**config.mk**
```make
export PLATFORM = sky130hd
export DESIGN_NAME = multicycle_control_flat
export DESIGN_NICKNAME = d
export VERILOG_FILES = /design/src/rtl/multicycle_control_if.sv /design/src/rtl/multicycle_control.sv /design/src/flat_wrapper.sv
export SDC_FILE = /design/constraint.sdc
export NUM_CORES = 1
export LEC_CHECK = 0
export CORE_ASPECT_RATIO = 1.5
export CORE_MARGIN = 2
export CORE_UTILIZATION = 42
export DETAILED_ROUTE_END_ITERATION = 6
export PLACE_DENSITY = 0.81
export RECOVER_POWER = 50
export SLEW_MARGIN = 25
export SYNTH_ARGS = -nofsm -noshare
export SYNTH_HDL_FRONTEND = slang
export SYNTH_SLANG_ARGS = --single-unit
```
**constraint.sdc**
```tcl
create_clock -name input_CLK -period 1.9 [get_ports input_CLK]
set_input_delay 0.57 -clock input_CLK [delete_from_list [all_inputs] [get_ports input_CLK]]
set_output_delay 0.57 -clock input_CLK [all_outputs]
set_load 0.02 [all_outputs]
```
**src/rtl/multicycle_control_if.sv**
```systemverilog
// Control bundle between the multi-cycle controller and its datapath/memory.
// master = controller side, slave = datapath/memory side.
interface multicycle_control_if #(
   parameter int COUNT_W = 16
);
   // Memory handshake: a request (MemRead or MemWrite) is held steady until
   // the memory returns MemReady in the same cycle; that cycle completes the
   // transfer and the controller never issues a new request in it.
   logic [3:0]         input_Opcode;
   logic               input_Zero;
   logic               input_MemReady;
   logic [3:0]         output_ALUOp;
   logic               output_ALUSrcA;
   logic [1:0]         output_ALUSrcB;
   logic               output_PCWrite;
   logic [1:0]         output_PCSrc;
   logic               output_IorD;
   logic               output_MemRead;
   logic               output_MemWrite;
   logic               output_IRWrite;
   logic               output_RegWrite;
   logic               output_RegDst;
   logic               output_MemToReg;
   logic [3:0]         output_State;
   logic [COUNT_W-1:0] output_InstrCount;

   modport master (
      input  input_Opcode, input_Zero, input_MemReady,
      output output_ALUOp, output_ALUSrcA, output_ALUSrcB, output_PCWrite,
      output output_PCSrc, output_IorD, output_MemRead, output_MemWrite,
      output output_IRWrite, output_RegWrite, output_RegDst, output_MemToReg,
      output output_State, output_InstrCount
   );

   modport slave (
      output input_Opcode, input_Zero, input_MemReady,
      input  output_ALUOp, output_ALUSrcA, output_ALUSrcB, output_PCWrite,
      input  output_PCSrc, output_IorD, output_MemRead, output_MemWrite,
      input  output_IRWrite, output_RegWrite, output_RegDst, output_MemToReg,
      input  output_State, output_InstrCount
   );
endinterface

```
**src/rtl/multicycle_control.sv**
```systemverilog
// Main control FSM of the 16-bit multi-cycle processor: fetch/decode/execute/
// memory/writeback sequencing plus a retired-instruction counter.
module multicycle_control #(
   parameter int COUNT_W = 16
) (
   input  logic                 input_CLK,
   input  logic                 input_Reset,
   multicycle_control_if.master bus
);

   typedef enum logic [3:0] {
      S_IDLE     = 4'd0,
      S_FETCH    = 4'd1,
      S_DECODE   = 4'd2,
      S_EXEC_R   = 4'd3,
      S_EXEC_I   = 4'd4,
      S_ALU_WB   = 4'd5,
      S_MEM_ADDR = 4'd6,
      S_MEM_RD   = 4'd7,
      S_MEM_WB   = 4'd8,
      S_MEM_WR   = 4'd9,
      S_BRANCH   = 4'd10,
      S_JUMP     = 4'd11
   } state_t;

   localparam logic [3:0] OP_RTYPE_MAX = 4'b1001;
   localparam logic [3:0] OP_ADDI      = 4'b1010;
   localparam logic [3:0] OP_LW        = 4'b1011;
   localparam logic [3:0] OP_LUI       = 4'b1100;
   localparam logic [3:0] OP_SW        = 4'b1101;
   localparam logic [3:0] OP_BEQ       = 4'b1110;

   localparam logic [3:0] ALU_ADD   = 4'b0000;
   localparam logic [3:0] ALU_SUB   = 4'b0001;
   localparam logic [3:0] ALU_PASSB = 4'b1100;

   state_t             state_q, state_d;
   logic [3:0]         op_q;
   logic [COUNT_W-1:0] count_q;
   logic               retire;

   logic [3:0] alu_op;
   logic       alu_src_a;
   logic [1:0] alu_src_b;
   logic       pc_write;
   logic [1:0] pc_src;
   logic       iord;
   logic       mem_read;
   logic       mem_write;
   logic       ir_write;
   logic       reg_write;
   logic       reg_dst;
   logic       mem_to_reg;

   always_ff @(posedge input_CLK or posedge input_Reset) begin
      if (input_Reset) begin
         state_q <= S_IDLE;
         op_q    <= 4'd0;
         count_q <= '0;
      end else begin
         state_q <= state_d;
         if (state_q == S_DECODE)
            op_q <= bus.input_Opcode;
         if (retire)
            count_q <= count_q + 1'b1;
      end
   end

   always_comb begin
      state_d    = S_IDLE;
      retire     = 1'b0;
      alu_op     = ALU_ADD;
      alu_src_a  = 1'b0;
      alu_src_b  = 2'b00;
      pc_write   = 1'b0;
      pc_src     = 2'b00;
      iord       = 1'b0;
      mem_read   = 1'b0;
      mem_write  = 1'b0;
      ir_write   = 1'b0;
      reg_write  = 1'b0;
      reg_dst    = 1'b0;
      mem_to_reg = 1'b0;

      case (state_q)
         S_IDLE: begin
            state_d = S_FETCH;
         end
         S_FETCH: begin
            // PC <= PC + 1 and IR load happen only on the completing cycle.
            mem_read  = 1'b1;
            alu_src_b = 2'b01;
            ir_write  = bus.input_MemReady;
            pc_write  = bus.input_MemReady;
            state_d   = bus.input_MemReady ? S_DECODE : S_FETCH;
         end
         S_DECODE: begin
            alu_src_b = 2'b10;
            if (bus.input_Opcode <= OP_RTYPE_MAX)
               state_d = S_EXEC_R;
            else if (bus.input_Opcode == OP_ADDI || bus.input_Opcode == OP_LUI)
               state_d = S_EXEC_I;
            else if (bus.input_Opcode == OP_LW || bus.input_Opcode == OP_SW)
               state_d = S_MEM_ADDR;
            else if (bus.input_Opcode == OP_BEQ)
               state_d = S_BRANCH;
            else
               state_d = S_JUMP;
         end
         S_EXEC_R: begin
            alu_src_a = 1'b1;
            alu_op    = op_q;
            state_d   = S_ALU_WB;
         end
         S_EXEC_I: begin
            alu_src_a = 1'b1;
            alu_src_b = 2'b10;
            alu_op    = (op_q == OP_LUI) ? ALU_PASSB : ALU_ADD;
            state_d   = S_ALU_WB;
         end
         S_ALU_WB: begin
            reg_write = 1'b1;
            reg_dst   = (op_q <= OP_RTYPE_MAX);
            retire    = 1'b1;
            state_d   = S_FETCH;
         end
         S_MEM_ADDR: begin
            alu_src_a = 1'b1;
            alu_src_b = 2'b10;
            state_d   = (op_q == OP_LW) ? S_MEM_RD : S_MEM_WR;
         end
         S_MEM_RD: begin
            mem_read = 1'b1;
            iord     = 1'b1;
            state_d  = bus.input_MemReady ? S_MEM_WB : S_MEM_RD;
         end
         S_MEM_WB: begin
            reg_write  = 1'b1;
            mem_to_reg = 1'b1;
            retire     = 1'b1;
            state_d    = S_FETCH;
         end
         S_MEM_WR: begin
            mem_write = 1'b1;
            iord      = 1'b1;
            retire    = bus.input_MemReady;
            state_d   = bus.input_MemReady ? S_FETCH : S_MEM_WR;
         end
         S_BRANCH: begin
            alu_src_a = 1'b1;
            alu_op    = ALU_SUB;
            pc_src    = 2'b01;
            pc_write  = bus.input_Zero;
            retire    = 1'b1;
            state_d   = S_FETCH;
         end
         S_JUMP: begin
            pc_src   = 2'b10;
            pc_write = 1'b1;
            retire   = 1'b1;
            state_d  = S_FETCH;
         end
         default: begin
            state_d = S_IDLE;
         end
      endcase
   end

   assign bus.output_ALUOp      = alu_op;
   assign bus.output_ALUSrcA    = alu_src_a;
   assign bus.output_ALUSrcB    = alu_src_b;
   assign bus.output_PCWrite    = pc_write;
   assign bus.output_PCSrc      = pc_src;
   assign bus.output_IorD       = iord;
   assign bus.output_MemRead    = mem_read;
   assign bus.output_MemWrite   = mem_write;
   assign bus.output_IRWrite    = ir_write;
   assign bus.output_RegWrite   = reg_write;
   assign bus.output_RegDst     = reg_dst;
   assign bus.output_MemToReg   = mem_to_reg;
   assign bus.output_State      = state_q;
   assign bus.output_InstrCount = count_q;

endmodule

```
**src/flat_wrapper.sv**
```systemverilog
// flat-port wrapper written by rule: the top's interface ports become plain ports
module multicycle_control_flat 
#(
   parameter int COUNT_W = 16
)
  (input_CLK, input_Reset, bus_input_Opcode, bus_input_Zero, bus_input_MemReady, bus_output_ALUOp, bus_output_ALUSrcA, bus_output_ALUSrcB, bus_output_PCWrite, bus_output_PCSrc, bus_output_IorD, bus_output_MemRead, bus_output_MemWrite, bus_output_IRWrite, bus_output_RegWrite, bus_output_RegDst, bus_output_MemToReg, bus_output_State, bus_output_InstrCount);
  multicycle_control_if #(.COUNT_W(COUNT_W)) bus_i ();
  input  logic input_CLK;
  input  logic input_Reset;
  input wire logic [$bits(bus_i.input_Opcode)-1:0] bus_input_Opcode;
  input wire logic [$bits(bus_i.input_Zero)-1:0] bus_input_Zero;
  input wire logic [$bits(bus_i.input_MemReady)-1:0] bus_input_MemReady;
  output wire logic [$bits(bus_i.output_ALUOp)-1:0] bus_output_ALUOp;
  output wire logic [$bits(bus_i.output_ALUSrcA)-1:0] bus_output_ALUSrcA;
  output wire logic [$bits(bus_i.output_ALUSrcB)-1:0] bus_output_ALUSrcB;
  output wire logic [$bits(bus_i.output_PCWrite)-1:0] bus_output_PCWrite;
  output wire logic [$bits(bus_i.output_PCSrc)-1:0] bus_output_PCSrc;
  output wire logic [$bits(bus_i.output_IorD)-1:0] bus_output_IorD;
  output wire logic [$bits(bus_i.output_MemRead)-1:0] bus_output_MemRead;
  output wire logic [$bits(bus_i.output_MemWrite)-1:0] bus_output_MemWrite;
  output wire logic [$bits(bus_i.output_IRWrite)-1:0] bus_output_IRWrite;
  output wire logic [$bits(bus_i.output_RegWrite)-1:0] bus_output_RegWrite;
  output wire logic [$bits(bus_i.output_RegDst)-1:0] bus_output_RegDst;
  output wire logic [$bits(bus_i.output_MemToReg)-1:0] bus_output_MemToReg;
  output wire logic [$bits(bus_i.output_State)-1:0] bus_output_State;
  output wire logic [$bits(bus_i.output_InstrCount)-1:0] bus_output_InstrCount;
  assign bus_i.input_Opcode = bus_input_Opcode;
  assign bus_i.input_Zero = bus_input_Zero;
  assign bus_i.input_MemReady = bus_input_MemReady;
  assign bus_output_ALUOp = bus_i.output_ALUOp;
  assign bus_output_ALUSrcA = bus_i.output_ALUSrcA;
  assign bus_output_ALUSrcB = bus_i.output_ALUSrcB;
  assign bus_output_PCWrite = bus_i.output_PCWrite;
  assign bus_output_PCSrc = bus_i.output_PCSrc;
  assign bus_output_IorD = bus_i.output_IorD;
  assign bus_output_MemRead = bus_i.output_MemRead;
  assign bus_output_MemWrite = bus_i.output_MemWrite;
  assign bus_output_IRWrite = bus_i.output_IRWrite;
  assign bus_output_RegWrite = bus_i.output_RegWrite;
  assign bus_output_RegDst = bus_i.output_RegDst;
  assign bus_output_MemToReg = bus_i.output_MemToReg;
  assign bus_output_State = bus_i.output_State;
  assign bus_output_InstrCount = bus_i.output_InstrCount;
  multicycle_control #(.COUNT_W(COUNT_W)) u_core (.input_CLK(input_CLK), .input_Reset(input_Reset), .bus(bus_i));
endmodule
```
==> impl_results.md, run 1 <==
* RR Startpoint: u_core.bus.output_State[1]
* Syn avg cell area at 9.649 sq um
* CTS tree: done
* Fin nets at 241
* CP cell instances: buf_4 -> buf_12 -> buf_6 -> nor3_4 -> and3_4 -> buf_6
* Drt first pass iters at 4
* Iter 0 DRT Violations at 60
* Final WL at 5023 um
* Final hold viol count at 0
* Clk_skew at 0.005892 ns
* Chip height at 75.66 um
* GP Congestion at 0.8251
* Hold EP: u_core.bus.output_InstrCount[15]
* Vias in the first global route at 1583
* Internal power at 2.062 mW
* DR WL/cell at 18.40 um
* Max-slew violation count at 0
* Reg power frac at 22.7%
* Crit path kind: reg -> out
* CP arrival at 1.65 ns
* Final setup margin at -0.3169 ns
* Vias at 1586
* Critical Path Max Stage Delay at 0.41 ns
* Antenna cells at 0
* Initial antenna violation count at 0
* Hold buffer count at cts at 0
* Mapped cell area at 1438 sq um
* Tightest Pin Transition at 0.5525 ns
* Dpl ws at -0.7404 ns
* PD cells at 1444 nW/um^2
* Most frequent CP cell: buf_6
* Top delay family on crit path: buffers and inverters
* CP Launch Type: flop
* IO Pins at 45
* Share of layout cells above drive strength 1 at 45.89%
* Gate power share at 65.1%
* Power Total at 3.542 mW
* Worst path required time at 1.33 ns
* Initial Util at 42.91%
* Sw Pwr at 1.480 mW
* All-Layer GR Usage at 25.24%
* Row Count at 26
* Sequential fraction of the synthesis area at 41.78%
* CTS root buf: clkbuf_8
* Unrepaired setup endpoints after global routing: yes
* Clk buf depth at 2
* Area Overhead vs Synth at 70.58%
* Vias per cell at 5.810
* Hold Path Depth at 1
* Worst r2r path cells at 7
* H-tree levels at 1
* Largest net degree at the start of global routing at 25
* Flops & latches, synth at 24
* Clock Power Share at 12.3%
* Die W at 51.77 um
* Crit path buffers/inverters at 4
* IO buf count at 44
* Worst path slowest cell: dfrtp_2
* Leakage at 1.128 nW
* Clk slew on worst S/H paths at 0.08 ns
* Post-route ant nets at 0
* Peak VDD IR at 1130 uV
* HPWL after detailed placement at 2971 um
* CTS buffer count at 3
* Sw frac at 41.78%
* Status: finished, violations left
* Period minus WS final at 2.217 ns
* Global-route wire length before repair at 7272 um
* Clk Latency, worst-skew pair at 0.27 ns
* Worst Min Path Start: u_core.bus.output_InstrCount[15]
* Critical Path Sink Type: output port
* CP Max Fanout at 8
* Relative slew slack at 63.16%
* FILL cells at 235
* Inst Count DP at 251
* Setup violators final at 15
* Non-filler instance count after layout at 273
* Unique masters post-synth at 41
* Post-Syn Instances at 149
* FF-to-FF setup slack at 0 ns
* Synthesized Nets at 158
* Total core area at 3351 sq um
* Failing checks: negative setup slack
* RR Endpoint: u_core.bus.output_InstrCount[1]
* DRC Markers at 0
* CTS sink count at 24
* Total congestion overflow at 0
* Fin crit share at 116.7%
* Synth warn at 0
* Die ar. at 3917 sq um
* Max-cap violation count at 0
* Fmax at 0.4511 GHz
* HP Class: reg -> reg
flip-flops by register name, summed over array words and instances (netlist names):
register	flops
u_core.bus.output_InstrCount	16
u_core.bus.output_State	4
u_core.op_q	4
cell families after synthesis:
group	Yosys count	synth area share, %
xor+xnor	16	9.748
fa+ha+maj	1	0.8702
simple gates	74	29.33
buf+inv	10	4.004
mux	7	5.396
compound gates	17	8.878
flops	24	41.78
worst max path at each step:
stage	startpoint	to	slack, ns	cells past startpoint
final	u_core.bus.output_State[1]	bus_output_IRWrite	-0.32	6
after detailed placement	bus_input_MemReady	bus_output_PCWrite	-0.74	6
after global routing	u_core.op_q[0]	bus_output_ALUOp[2]	-0.36	5
after floorplan	u_core.bus.output_State[1]	bus_output_ALUOp[2]	-0.16	5
after global placement	bus_input_MemReady	bus_output_PCWrite	-0.68	6
after CTS	u_core.op_q[0]	bus_output_ALUOp[2]	-0.29	5
synthesized netlist by cell type:
library cell  number  share of area (%)
and4_1             1               0.61
ha_1               1               0.87
a31oi_1            1               0.44
nand4b_1           1               0.61
nor3b_1            1               0.52
and2_0             1               0.44
and2_1             1               0.44
mux2_2             4                3.1
inv_1              2               0.52
o22ai_4            1                1.4
nor2b_1            3                1.3
mux2_1             2                1.6
o21a_1             2                1.0
o2111ai_1          1               0.61
a32oi_1            1               0.61
nor3_1             7                2.4
clkbuf_1           2               0.52
nand2b_1           6                2.6
a311oi_1           1               0.61
buf_6              2                1.6
nand4_2            1               0.87
mux2i_1            1               0.70
o21ai_0            2               0.70
xor2_1             2                1.2
or2_1              2               0.87
and3_1             5                2.2
nand4_1            8                3.5
xnor2_1           14                8.5
nor3b_2            1               0.87
dfrtp_1           24                 42
or4_1              1               0.52
nand2_1           11                2.9
nand3_1           10                3.5
buf_2              4                1.4
o32ai_1            1               0.61
a21oi_1            5                1.7
nor4_1             1               0.44
nor4b_4            1                1.7
a21o_1             1               0.52
nor2_1            12                3.1
o41ai_1            1               0.61
placed cells by master (no fill, tap or decap), types with 3 or more instances in the layout:
master / n
and3_1: 4
dlygate4sd2_1: 14
clkbuf_2: 3
nor2_2: 3
nor3_2: 5
nor2_4: 5
nor2b_2: 3
buf_12: 5
buf_6: 16
nand3_1: 10
mux2_2: 3
nand4_1: 8
nand2_1: 8
clkbuf_1: 3
clkbuf_8: 3
clkdlybuf4s50_1: 6
dfrtp_2: 4
dfrtp_1: 20
nor2_1: 4
buf_4: 35
a21oi_1: 5
nand2b_4: 4
xnor2_1: 14
power groups by stage:
stage | registers, mW | clock network [mW] | logic [mW]
floorplan | 0.892 | 0 | 0.887
global placement | 0.776 | 0 | 1.68
detailed placement | 0.787 | 0 | 1.73
CTS | 0.798 | 0.444 | 1.89
global route | 0.821 | 0.463 | 2.41
finish | 0.803 | 0.434 | 2.30
final cells by class:
cell class	count	area, sq um	area share [%]
inverter	2	7.507	0.3061
sequential	24	605.6	24.69
clock inverter	1	30.03	1.224
timing repair buffer	86	782.0	31.89
multi-input combinational	115	933.4	38.06
clock buffer	3	41.29	1.684
tap	42	52.55	2.143
layer usage:
layer	part of all wire (%)	wire, um	GRT usage [%]
met1	35	1771	26.05
met5	0	0	0
met2	53	2667	48.15
met4	5.7	284	15.79
met3	6.0	299	2.353
through the flow:
step | utilization [%] | cell area (sq um) | TNS, ns | hold slack, ns
detailed placement | 62.25 | 2086 | -8.551 | 0.4736
global placement | 62.25 | 2086 | -7.388 | 0.4676
global route | 73.19 | 2452 | -3.802 | 0.5147
floorplan | - | 1475 | -0.3653 | 0.4962
finish | 73.19 | 2452 | -3.005 | 0.4840
CTS | 68.19 | 2285 | -1.951 | 0.4893
repair_timing:
item	4_1_cts	5_1_grt
setup endpoints to repair	33	24
setup buffers	9	9
pin swaps	7	8
hold endpoints to repair	0	0
resized for setup	129	42
Note: power is estimated with default switching activity, not from simulation.
==> run 2, diff against run 1 <==
--- a/config.mk
+++ b/config.mk
@@ -5,11 +5,12 @@
 export SDC_FILE = /design/constraint.sdc
 export NUM_CORES = 1
 export LEC_CHECK = 0
+export CAP_MARGIN = 20
 export CORE_ASPECT_RATIO = 1.5
 export CORE_MARGIN = 2
-export CORE_UTILIZATION = 42
+export CORE_UTILIZATION = 50
 export DETAILED_ROUTE_END_ITERATION = 6
-export PLACE_DENSITY = 0.81
+export PLACE_DENSITY = 0.9
 export RECOVER_POWER = 50
 export SLEW_MARGIN = 25
 export SYNTH_ARGS = -nofsm -noshare
==> constraint.sdc (replaced) <==
create_clock -name input_CLK -period 2.9 [get_ports input_CLK]
set_input_delay 0.87 -clock input_CLK [delete_from_list [all_inputs] [get_ports input_CLK]]
set_output_delay 0.87 -clock input_CLK [all_outputs]
set_load 0.02 [all_outputs]
==> impl_results.md, run 2 (synthesized netlist as in run 1, its figures left out) <==
* IO buf count at 44 (unchanged)
* H-tree levels at 1 (unchanged)
* Vias at 1318 (was 1586)
* Area Overhead vs Synth at 35.94% (was 70.58%)
* Initial antenna violation count at 0 (unchanged)
* Final WL at 3559 um (was 5023 um)
* Post-CTS setup buffer count at 0 (was 9)
* Status: finished, final reports clean (was finished, violations left)
* Fmax at 0.3516 GHz
* CP Max Fanout at 5 (was 8)
* IO Pins at 45 (unchanged)
* Post-route ant nets at 0 (unchanged)
* Final hold viol count at 0 (unchanged)
* Relative slew slack at 17.26% (was 63.16%)
* Clk buf depth at 2 (unchanged)
* Vias in the first global route at 1317 (was 1583)
* Unrepaired setup endpoints after global routing: no (was yes)
* Clk_skew at 0.004800 ns (was 0.005892 ns)
* Global-route wire length before repair at 5699 um (was 7272 um)
* Total core area at 2705 sq um (was 3351 sq um)
* GP Congestion at 0.9366 (was 0.8251)
* Fin nets at 208 (was 241)
* Iter 0 DRT Violations at 20 (was 60)
* Final instance area at 1954 sq um (was 2452 sq um)
* FF-to-FF setup slack at 0.76 ns (was 0 ns)
* Fin crit share at 98.07%
* # resized after CTS at 14 (was 129)
* Inst Count DP at 231 (was 251)
* Tightest Pin Transition at 1.241 ns (was 0.5525 ns)
* Final hold slack at 0.4809 ns (was 0.4840 ns)
* Row Count at 23 (was 26)
* Vias per cell at 5.632 (was 5.810)
* HPWL after detailed placement at 2667 um (was 2971 um)
* Clk slew on worst S/H paths at 0.07 ns (was 0.08 ns)
* Die W at 47.78 um (was 51.77 um)
* Max-slew violation count at 0 (unchanged)
* Antenna cells at 0 (unchanged)
* Total congestion overflow at 0 (unchanged)
* Worst path slowest cell: clkdlybuf4s50_1 (was dfrtp_2)
* Max-cap violation count at 0 (unchanged)
* Critical Path Max Stage Delay at 0.49 ns (was 0.41 ns)
* CP Launch Type: primary input (was flop)
* Die ar. at 3329 sq um (was 3917 sq um)
* Power Total at 1.664 mW (was 3.542 mW)
* CTS buffer count at 3 (unchanged)
* Setup violators final at 0 (was 15)
* Critical Path Sink Type: output port (unchanged)
* CTS root buf: clkbuf_8 (unchanged)
* Clk Latency, worst-skew pair at 0.27 ns (about the same)
* Initial Util at 53.15% (was 42.91%)
* Share of layout cells above drive strength 1 at 9.645% (was 45.89%)
* Hold buffer count at cts at 0 (unchanged)
* FILL cells at 230 (was 235)
* DR WL/cell at 15.21 um (was 18.40 um)
* Non-filler instance count after layout at 234 (was 273)
* Leakage at 0.8597 nW (was 1.128 nW)
* PD cells at 851.5 nW/um^2 (was 1444 nW/um^2)
* Most frequent cells in the layout: 30 x clkdlybuf4s50_1, 23 x dfrtp_1, 14 x xnor2_1 (was 35 x buf_4, 20 x dfrtp_1, 16 x buf_6)
* Worst path required time at 2.03 ns (was 1.33 ns)
* Placed Area at 1942 sq um (was 2086 sq um)
* Peak VDD IR at 604.7 uV (was 1130 uV)
* Crit path kind: in -> out (was reg -> out)
* Largest net degree at the start of global routing at 25 (unchanged)
* All-Layer GR Usage at 23.22% (was 25.24%)
* CP arrival at 1.97 ns (was 1.65 ns)
* CTS sink count at 24 (unchanged)
* HP Class: reg -> reg (unchanged)
* CTS tree: done (unchanged)
* Drt first pass iters at 4 (unchanged)
* Period minus WS final at 2.844 ns
* Chip height at 69.67 um (was 75.66 um)
* CP cell instances: clkdlybuf4s50_1 -> buf_4 -> and3_1 -> clkdlybuf4s15_1 (was buf_4 -> buf_12 -> buf_6 -> nor3_4 -> and3_4 -> buf_6)
* Max reg flops at 16 (unchanged)
* DRC Markers at 0 (unchanged)
* Most common cell after layout, fill and taps aside: clkdlybuf4s50_1 (was buf_4)
[run 2: cell types whose count changed in the layout (fill, tap and decap cells not counted), moves of 6 or more]
cell             before  now
buf_4                35    8
dlygate4sd2_1        14    7
nor3_1                1    7
buf_6                16    0
clkdlybuf4s50_1       6   30
nor2_1                4   12
[run 2: through the flow]
stage / setup TNS, ns / worst slack [ns] / utilization [%]
3_5_place_dp: -0.5786 / -0.3407 / 71.79
6_report: 0 / 0.05608 / 72.25
4_1_cts: 0 / 0.02653 / 72.90
2_1_floorplan: 0 / 0.4104 / -
3_3_place_gp: -0.4910 / -0.2706 / 71.79
5_1_grt: 0 / 0.01413 / 72.25
[run 2: layer usage]
metal / GRT usage, % / up-vias / part of all wire (%)
li1: - / 629 / -
met1: 26.28 / 624 / 39
met2: 38.67 / 55 / 53
met3: 4.167 / 10 / 6.0
met4: 12.01 / 0 / 2.8
met5: 0 / - / 0
[run 2: power by group]
group / internal (mW) / switching, mW / total, mW
clock network: 0.0932 / 0.103 / 0.196
logic: 0.416 / 0.513 / 0.929
registers: 0.421 / 0.118 / 0.539
total: 0.930 / 0.734 / 1.66
[run 2: final cells by class]
| cell class | instances | area [sq um] | area share [%] |
|---|---|---|---|
| Clock buffer | 3 | 41.29 | 2.113 |
| Inverter | 2 | 7.507 | 0.3841 |
| Multi-Input combinational cell | 115 | 762.0 | 38.99 |
| Sequential cell | 24 | 601.8 | 30.79 |
| Tap cell | 37 | 46.29 | 2.369 |
| Timing Repair Buffer | 53 | 495.5 | 25.35 |
[run 2: final timing paths]
kind,end,cells past startpoint,from
min in group asynchronous,u_core.bus.output_InstrCount[4],3,input_Reset
worst min-delay path,u_core.bus.output_InstrCount[15],1,u_core.bus.output_InstrCount[15]
worst max-delay path,bus_output_IRWrite,4,bus_input_MemReady
max in group asynchronous,u_core.bus.output_State[2],3,input_Reset
worst min register to register,u_core.bus.output_InstrCount[15],1,u_core.bus.output_InstrCount[15]
worst max register to register,u_core.bus.output_State[0],5,u_core.bus.output_State[0]
[run 2: worst max-delay path: cells and delay by family]
family        cells  cell delay [ns]
buf+inv           3             0.93
simple gates      1             0.17
==> run 3, diff against run 2 <==
--- a/config.mk
+++ b/config.mk
@@ -8,9 +8,9 @@
 export CAP_MARGIN = 20
 export CORE_ASPECT_RATIO = 1.5
 export CORE_MARGIN = 2
-export CORE_UTILIZATION = 50
+export CORE_UTILIZATION = 46
 export DETAILED_ROUTE_END_ITERATION = 6
-export PLACE_DENSITY = 0.9
+export PLACE_DENSITY = 0.84
 export RECOVER_POWER = 50
 export SLEW_MARGIN = 25
 export SYNTH_ARGS = -nofsm -noshare
==> constraint.sdc (replaced) <==
create_clock -name input_CLK -period 3.1 [get_ports input_CLK]
set_input_delay 0.93 -clock input_CLK [delete_from_list [all_inputs] [get_ports input_CLK]]
set_output_delay 0.93 -clock input_CLK [all_outputs]
set_load 0.02 [all_outputs]
==> impl_results.md, run 3 (synthesized netlist as in run 1, its figures left out) <==
* Status: finished, final reports clean (unchanged)
* DR WL/cell at 15.05 um (was 15.21 um)
* Peak VDD IR at 589.9 uV (was 604.7 uV)
* Met2 wire len at 1902 um (was 1870 um)
* CTS tree: done (unchanged)
* Row Count at 24 (was 23)
* Iter 0 DRT Violations at 28 (was 20)
* Crit path buffers/inverters at 3 (unchanged)
* Initial Util at 48.85% (was 53.15%)
* Share of layout cells above drive strength 1 at 8.163% (was 9.645%)
* Met3 routed WL at 183 um (was 212 um)
* CP Launch Type: primary input (unchanged)
* Total core area at 2943 sq um (was 2705 sq um)
* CP arrival at 2.06 ns (was 1.97 ns)
* DRT met1 WL at 1391 um (was 1376 um)
* Total congestion overflow at 0 (unchanged)
* CP cell instances: clkdlybuf4s50_1 -> buf_4 -> and3_1 -> dlygate4sd2_1 (was clkdlybuf4s50_1 -> buf_4 -> and3_1 -> clkdlybuf4s15_1)
* Antenna cells at 0 (unchanged)
* FILL cells at 259 (was 230)
* Post-CTS setup buffer count at 0 (unchanged)
* Relative slew slack at 16.00% (was 17.26%)
* Setup violators final at 0 (unchanged)
* Worst path slowest cell: clkdlybuf4s50_1 (unchanged)
* Fin nets at 207 (was 208)
* Max-cap violation count at 0 (unchanged)
* CTS sink count at 24 (unchanged)
* Drt first pass iters at 4 (unchanged)
* IO buf count at 44 (unchanged)
* CTS buffer count at 3 (unchanged)
* Non-filler instance count after layout at 235 (was 234)
* IO Pins at 45 (unchanged)
* Unrepaired setup endpoints after global routing: no (unchanged)
* Most common cell after layout, fill and taps aside: clkdlybuf4s50_1 (unchanged)
* HP Class: reg -> reg (unchanged)
* Largest net degree at the start of global routing at 25 (unchanged)
* Vias in the first global route at 1328 (was 1317)
* Initial antenna violation count at 0 (unchanged)
* Max reg flops at 16 (unchanged)
* Die W at 49.65 um (was 47.78 um)
* Final hold viol count at 0 (unchanged)
* CP Max Fanout at 5 (unchanged)
* Max-slew violation count at 0 (unchanged)
* Crit path kind: in -> out (unchanged)
* Vias at 1325 (was 1318)
* Final instance area at 1941 sq um (was 1954 sq um)
* Post-route ant nets at 0 (unchanged)
* Leakage at 0.8165 nW (was 0.8597 nW)
* Top routing layer in use: met4 (unchanged)
* Clk_skew at 0.004471 ns (was 0.004800 ns)
* Critical Path Sink Type: output port (unchanged)
* Area Overhead vs Synth at 34.99% (was 35.94%)
* Vias per cell at 5.638 (was 5.632)
* CTS root buf: clkbuf_8 (unchanged)
* Inst Count DP at 232 (was 231)
* Most frequent cells in the layout: 36 x clkdlybuf4s50_1, 23 x dfrtp_1, 14 x xnor2_1 (was 30 x clkdlybuf4s50_1, 23 x dfrtp_1, 14 x xnor2_1)
* Fin crit share at 96.49%
* Placed Area at 1937 sq um (was 1942 sq um)
* Final WL at 3537 um (was 3559 um)
* Fmax at 0.3343 GHz
* Hold buffer count at cts at 0 (unchanged)
* H-tree levels at 1 (unchanged)
* PD cells at 788.3 nW/um^2 (was 851.5 nW/um^2)
* Clk slew on worst S/H paths at 0.08 ns (was 0.07 ns)
* Critical Path Max Stage Delay at 0.50 ns (was 0.49 ns)
* Worst path required time at 2.17 ns (was 2.03 ns)
* Top delay family on crit path: buffers and inverters (unchanged)
* Tightest Pin Transition at 1.260 ns (was 1.241 ns)
* All-Layer GR Usage at 20.78% (was 23.22%)
* Global-route wire length before repair at 5906 um (was 5699 um)
* Chip height at 72.47 um (was 69.67 um)
* Clk buf depth at 2 (unchanged)
* Clk Latency, worst-skew pair at 0.26 ns (was 0.27 ns)
* DRC Markers at 0 (unchanged)
* Die ar. at 3598 sq um (was 3329 sq um)
* Period minus WS final at 2.991 ns
* HPWL after detailed placement at 2809 um (was 2667 um)
* GP Congestion at 0.8456 (was 0.9366)
run 3: layer usage:
metal  vias to the layer above  GRT usage [%]
li1                        628              -
met1                       639          22.01
met2                        52          40.74
met3                         6          2.675
met4                         0          7.716
met5                         -              0
run 3: worst paths after layout:
check	cells after the start	start	end	slack, ns
max in group asynchronous	3	input_Reset	u_core.bus.output_State[3]	0.81
min in group asynchronous	3	input_Reset	u_core.op_q[0]	1.49
worst max-delay path	4	bus_input_MemReady	bus_output_IRWrite	0.11
worst min register to register	1	u_core.bus.output_InstrCount[15]	u_core.bus.output_InstrCount[15]	0.47
worst max register to register	5	u_core.bus.output_State[0]	u_core.bus.output_InstrCount[10]	0.75
worst min-delay path	1	u_core.bus.output_InstrCount[15]	u_core.bus.output_InstrCount[15]	0.47
run 3: timing repair:
action,4_1_cts,5_1_grt
endpoints found under the setup margin,4,5
endpoints found under the hold margin,0,0
resized for setup,4,5
run 3: area by class of cell:
| class | count | area [sq um] | area share (%) |
|---|---|---|---|
| timing repair buffer | 52 | 490.5 | 25.27 |
| clock buffer | 3 | 41.29 | 2.128 |
| sequential | 24 | 601.8 | 31.01 |
| tap | 39 | 48.80 | 2.515 |
| multi-input combinational | 115 | 750.7 | 38.68 |
| inverter | 2 | 7.507 | 0.3868 |
run 3: report_power, final:
part | switching [mW] | internal, mW | leakage, nW
logic | 0.467 | 0.390 | 0.484
registers | 0.103 | 0.394 | 0.311
clock network | 0.0887 | 0.0868 | 0.0216
run 3: through the flow:
stage	TNS [ns]	hold WS (ns)	power, mW	utilization [%]	setup WS, ns
2_1_floorplan	0	0.4962	1.061	-	0.5504
3_3_place_gp	-0.3287	0.4697	1.385	65.82	-0.1892
3_5_place_dp	-0.4352	0.4703	1.414	65.82	-0.2638
4_1_cts	0	0.4851	1.578	67.05	0.005669
5_1_grt	0	0.5160	1.634	65.94	0.05483
6_report	0	0.4745	1.530	65.94	0.1089
